File: src/rtl/hazard_pkg.sv
// Shared types and encodings for the pipeline hazard tracker.
// An entry is one in-flight writer: destination register plus cycles until its result exists.
package hazard_pkg;

  localparam logic [2:0] TUSE_NONE = 3'd5;

  localparam logic [1:0] FWD_RF = 2'd0;
  localparam logic [1:0] FWD_E  = 2'd1;
  localparam logic [1:0] FWD_M  = 2'd2;
  localparam logic [1:0] FWD_W  = 2'd3;

  typedef struct packed {
    logic [4:0] dst;
    logic [2:0] tnew;
  } entry_t;

  localparam entry_t BUBBLE = '{dst: 5'd0, tnew: 3'd0};

  // Saturating decrement; a finished result stays finished.
  function automatic logic [2:0] dec(input logic [2:0] x);
    return (x == 3'd0) ? 3'd0 : x - 3'd1;
  endfunction

endpackage

File: src/rtl/hazard_operand_check.sv
// Stall term and forwarding select for one D-stage source operand
// against the E/M/W shadow entries.
module hazard_operand_check
  import hazard_pkg::*;
(
  input  logic [4:0] i_idx,
  input  logic [2:0] i_tuse,
  input  entry_t     i_ent_e,
  input  entry_t     i_ent_m,
  input  entry_t     i_ent_w,
  output logic       o_stall_term,
  output logic [1:0] o_fwd_sel
);

  logic w_nz;
  logic w_hit_e;
  logic w_hit_m;
  logic w_hit_w;

  assign w_nz    = (i_idx != 5'd0);
  assign w_hit_e = w_nz && (i_ent_e.dst == i_idx);
  assign w_hit_m = w_nz && (i_ent_m.dst == i_idx);
  assign w_hit_w = w_nz && (i_ent_w.dst == i_idx);

  // W results are always ready, so only E and M can hold the consumer back.
  assign o_stall_term = (w_hit_e && (i_tuse < i_ent_e.tnew)) ||
                        (w_hit_m && (i_tuse < i_ent_m.tnew));

  // Youngest match wins even when it is not ready yet; older copies are stale.
  always_comb begin
    o_fwd_sel = FWD_RF;
    if (w_hit_e) begin
      if (i_ent_e.tnew == 3'd0) o_fwd_sel = FWD_E;
    end else if (w_hit_m) begin
      if (i_ent_m.tnew == 3'd0) o_fwd_sel = FWD_M;
    end else if (w_hit_w) begin
      if (i_ent_w.tnew == 3'd0) o_fwd_sel = FWD_W;
    end
  end

endmodule

File: src/rtl/hazard_tracker.sv
// Five-stage pipeline hazard tracker: shadow E/M/W writer entries, D-stage stall
// generation (data and mul/div busy) and per-operand forwarding selects.
module hazard_tracker
  import hazard_pkg::*;
(
  input  logic       clk,
  input  logic       reset,
  input  logic       flush,
  input  logic [4:0] d_rs,
  input  logic [4:0] d_rt,
  input  logic [2:0] d_tuse_rs,
  input  logic [2:0] d_tuse_rt,
  input  logic [2:0] d_tnew,
  input  logic [4:0] d_dst,
  input  logic       d_is_md,
  input  logic       md_busy,
  output logic       stall,
  output logic [1:0] fwd_rs_sel,
  output logic [1:0] fwd_rt_sel
);

  entry_t r_ent_e;
  entry_t r_ent_m;
  entry_t r_ent_w;

  logic w_stall_rs;
  logic w_stall_rt;
  logic w_stall_md;

  hazard_operand_check u_chk_rs (
    .i_idx        (d_rs),
    .i_tuse       (d_tuse_rs),
    .i_ent_e      (r_ent_e),
    .i_ent_m      (r_ent_m),
    .i_ent_w      (r_ent_w),
    .o_stall_term (w_stall_rs),
    .o_fwd_sel    (fwd_rs_sel)
  );

  hazard_operand_check u_chk_rt (
    .i_idx        (d_rt),
    .i_tuse       (d_tuse_rt),
    .i_ent_e      (r_ent_e),
    .i_ent_m      (r_ent_m),
    .i_ent_w      (r_ent_w),
    .o_stall_term (w_stall_rt),
    .o_fwd_sel    (fwd_rt_sel)
  );

  assign w_stall_md = d_is_md & md_busy;
  // A flushed D instruction is discarded anyway, so holding it would only waste a cycle.
  assign stall      = (w_stall_rs | w_stall_rt | w_stall_md) & ~flush;

  always_ff @(posedge clk) begin
    if (reset || flush) begin
      r_ent_e <= BUBBLE;
      r_ent_m <= BUBBLE;
      r_ent_w <= BUBBLE;
    end else begin
      if (stall) begin
        r_ent_e <= BUBBLE;
      end else begin
        r_ent_e <= '{dst: d_dst, tnew: dec(d_tnew)};
      end
      r_ent_m <= '{dst: r_ent_e.dst, tnew: dec(r_ent_e.tnew)};
      r_ent_w <= '{dst: r_ent_m.dst, tnew: dec(r_ent_m.tnew)};
    end
  end

endmodule

File: config.mk
export PLATFORM = sky130hd
export DESIGN_NAME = hazard_tracker
export DESIGN_NICKNAME = d
export VERILOG_FILES = /design/src/rtl/hazard_pkg.sv /design/src/rtl/hazard_operand_check.sv /design/src/rtl/hazard_tracker.sv
export SDC_FILE = /design/constraint.sdc
export NUM_CORES = 1
export LEC_CHECK = 0
export ABC_CLOCK_PERIOD_IN_PS = 1800
export BUFFER_PORTS_ARGS = -buffer_cell sky130_fd_sc_hd__buf_2
export CORE_MARGIN = 1
export CORE_UTILIZATION = 48
export CTS_CLUSTER_DIAMETER = 100
export DETAILED_ROUTE_END_ITERATION = 10
export HOLD_SLACK_MARGIN = 0.05
export PLACE_DENSITY = 0.75
export SYNTH_ARGS = -nofsm -noshare
export SYNTH_HDL_FRONTEND = slang
export SYNTH_SLANG_ARGS = --single-unit
File: constraint.sdc
create_clock -name clk -period 1.8 [get_ports clk]
set_clock_uncertainty 0.15 [all_clocks]
set_input_delay 0.09 -clock clk [delete_from_list [all_inputs] [get_ports clk]]
set_output_delay 0.09 -clock clk [all_outputs]
set_load 0.02 [all_outputs]
==> reports/results.txt <==
Horizontal extent of the die: 58.7 um. For this design the total switching power over the nets is 0.000328 W. The post-route netlist has 43.5% of its cells at a drive strength greater than 1.

Critical path endpoint category: an output port. Of the total power, combinational logic draws 27.4%. The total die area is 3450 um2. The logs give 0.000395 V for the maximum VDD drop and 300 ps for the insertion delay of the later-clocked pin in the worst-skew pair.

The critical path's top delay family was compound AO/OA/AOI/OAI gates. The transition time at the pin with the least slew margin works out to 293 ps. The final global-route overflow total was 0; the number of enable flip-flop cells after synthesis was 0.

The number of cells on the worst reg-to-reg path is 9. Sequential cells account for 48.2% of the total power. After clock tree synthesis, the clock-pin slew on the worst setup and hold paths is 130 ps. Cell with the biggest individual delay on the critical path: sky130_fd_sc_hd__dfxtp_2. The checks that failed: setup timing. The number of nets in the synthesized netlist is 207. Traced cell by cell, the critical path runs through inv_2 -> ha_1 -> a21o_1 -> a21o_1 -> o32ai_4 -> o31a_1 -> buf_6. Number of top-level pins: 34. The path class of the lowest-slack min-delay path was in2reg. The floorplan has 20 rows. The tools report the number of H-tree levels as 1.

In this run the cell area of the synthesized design comes to 1550 um2. The hold path depth was 6. The first global-routing pass estimated 6070 um of wire.

Setup repair after global routing could not meet its margin everywhere. The tools report the number of library cell types mapped by synthesis as 34. The flow ran to the end, but the final reports show violations. In the synthesized netlist, the number of instances is 164. Number of diodes: 0.

The register cell area after layout came out at 497 um2. Entering global routing, the biggest net connects 20 pins. In this run the register-to-register setup slack is -110 ps.

Detailed placement HPWL: 2760 um. Counting flops with an async set or reset pin after synthesis yields a share of 0%. The congestion estimate from routability-driven global placement came to 0.885.

TritonCTS built the clock tree. From bottom edge to top edge, the die measures 58.7 um. Detailed routing inserted a total of 1371 vias. In the routed layout, each cell is associated on average with a via count of 5.13. The region available for standard cell placement spans 3050 um2.

Dividing total power by cell area gives a power density of 520 nW/um2. The area of the multi-input gates is 1180 um2. The worst hold path terminates at r_ent_e[1]. Data on the critical path is required at its endpoint by 1560 ps. The via count of the first global-routing pass is 1388, and the leakage power of the design is 0.940 nW. In this run the worst setup path begins at r_ent_e[1]. Number of fillers in the final layout: 226. The first detailed-routing pass took 4 iterations. The worst register-to-register path begins at r_ent_e[1].

The CTS root buffer is sky130_fd_sc_hd__clkbuf_4. The primary flip-flop cell chosen by synthesis mapping is sky130_fd_sc_hd__dfxtp_1. The total routed wirelength was 3790 um. The minimum setup slack after placement came out at -118 ps.

Slack of the critical path: -274 ps. Once the floorplan was initialized, standard cells occupied 50.6% of the core. The final period utilization is 115%. After detailed routing, the number of remaining DRC violations is 0.

Setup violations remaining at the end of the flow were counted as 13. STA classifies the critical path startpoint as a flop. Quantity of I/O buffers inserted on ports: 33.

The critical path crosses 7 cells after its start point. The initial antenna violation count is 0, and the final routed wire length divided by cell count is 14.2 um. The final count of pins violating max slew is 0.

The library cell used most frequently in the layout, excluding fill and tap cells, is sky130_fd_sc_hd__buf_2. The critical path is of the reg2out type. The tools report the capture point of the worst reg-to-reg path as r_ent_e[7]. The number of buffers and inverters on the critical path is 2. Number of nets in the final layout: 267. After synthesis, flip-flops and latches occupy 31.1% of the total area. In the layout the commonest cells are 28 x sky130_fd_sc_hd__buf_2, 15 x sky130_fd_sc_hd__xnor2_1, 14 x sky130_fd_sc_hd__buf_4, 13 x sky130_fd_sc_hd__dfxtp_1, 12 x sky130_fd_sc_hd__xor2_1. In this run the remaining antenna-violating nets after routing total 0.

Along the worst path, the maximum fanout reaches 3. The worst hold path begins at d_tnew[1]. In this design, the stage delay of the slowest critical-path cell is 340 ps. The number of sinks handled by clock tree synthesis was 24; the warning count from the yosys run was 0. The clock network burns 24.4% of the power. The post-synthesis register bit count works out to 24. The mean post-synth cell area came out at 9.42 um2.

The highest clock rate was 482 MHz; the internal power component was 0.000829 W. Across the run, the number of max-cap violations was 0. The logs give 80.3% for the worst-case headroom to the max-slew limit and 2 for the buffer depth of the longest clock path. STA puts the critical path data arrival time at 1830 ps. The critical path's most frequent cell was sky130_fd_sc_hd__a21o_1. The tools report the combined global-route utilization of all metal layers as 23.4%.

The switching share of total power is 28.3%, and the power after layout is 0.00116 W. The number of hold violations in the final report came out at 0. The shortest clock period the worst path allows after layout is 2070 ps. The signed area change from the synthesized netlist to the final layout is 43.9%.

For the number of buffers created by CTS, the log shows 3. For this block, the initial DRC count from the detailed router was 43.
## kinds of logic after synthesis
family,after synthesis,synth area share [%]
flops,24,31.1
buf+inv,14,4.13
compound gates,13,7.29
mux,4,2.75
xor+xnor,30,17.0
simple gates,65,26.4
fa+ha+maj,14,11.3
## worst min-delay path, stage by stage
cell and delay, ps:
sky130_fd_sc_hd__buf_2 100, sky130_fd_sc_hd__inv_1 50, sky130_fd_sc_hd__ha_1 110, sky130_fd_sc_hd__nor2_1 40
sky130_fd_sc_hd__nand2_1 70, sky130_fd_sc_hd__nor4_2 40
## power groups by stage
stage / sequential, W / clock (W) / combinational [W]
2_1_floorplan: 0.000565 / 0 / 0.000143
3_3_place_gp: 0.000567 / 0 / 0.000233
3_5_place_dp: 0.000567 / 0 / 0.000245
4_1_cts: 0.000557 / 0.000294 / 0.000291
5_1_grt: 0.000560 / 0.000317 / 0.000347
6_report: 0.000558 / 0.000282 / 0.000317
## metrics by stage
| stage | std cells | TNS [ps] | cell area, um2 | hold slack (ps) | util [%] |
|---|---|---|---|---|---|
| after floorplan | 164 | -38.3 | 1550 | 11.7 | - |
| after global placement | 251 | -340 | 1840 | 160 | 60.3 |
| after detailed placement | 251 | -638 | 1840 | 170 | 60.3 |
| after CTS | 265 | -1090 | 2130 | 52.8 | 69.8 |
| after global routing | 267 | -2840 | 2220 | 78.3 | 72.8 |
| final | 267 | -1760 | 2220 | 59.5 | 72.8 |
## how the worst max path moves through the flow
stage	endpoint	slack [ps]
final	stall	-270
after global routing	stall	-380
after CTS	stall	-300
after detailed placement	stall	-120
after global placement	stall	-100
after floorplan	stall	-40
## flip-flops by register name, indices dropped and copies added (netlist names)
name,flops
r_ent_e,8
r_ent_m,8
r_ent_w,8
## synth_stat cells, types with 4 or more instances
master                     count  area (um2)
sky130_fd_sc_hd__ha_1         14         175
sky130_fd_sc_hd__a21o_1        4        30.0
sky130_fd_sc_hd__nor4_1        5        31.3
sky130_fd_sc_hd__xnor2_1      15         131
sky130_fd_sc_hd__inv_1        11        41.3
sky130_fd_sc_hd__dfxtp_1      24         480
sky130_fd_sc_hd__nand2b_1      4        25.0
sky130_fd_sc_hd__nand3_1       4        20.0
sky130_fd_sc_hd__nor2_1        9        33.8
sky130_fd_sc_hd__nor3_1        5        25.0
sky130_fd_sc_hd__nand2_1      10        37.5
sky130_fd_sc_hd__xor2_1       15         131
sky130_fd_sc_hd__and2_1       10        62.6
sky130_fd_sc_hd__nor4_2        9         113
## metal layers
metal  vias up  share of wire, %  routed length (um)  global-route usage (%)
li1        677                 -                   -                       -
met1       652                43                1630                    28.4
met2        34                52                1980                    41.7
met3         8               3.0                 113                    3.74
met4         0               1.8                  69                    7.82
met5         -                 0                   0                       0
## cell type report
cell class | instances | area share [%]
Inverter | 11 | 1.97
Multi-Input combinational cell | 126 | 52.9
Clock buffer | 4 | 1.63
Sequential cell | 24 | 22.3
Tap cell | 44 | 2.48
Timing Repair Buffer | 58 | 18.7
## timing repair
action | in CTS | in global routing
hold buffers | 8 | 0
gates resized for setup | 42 | 14
pin swaps | 18 | 11
setup endpoints to repair | 13 | 13
setup buffers | 3 | 2
endpoints found under the hold margin | 10 | 0
(Power assumes the default switching activity.)
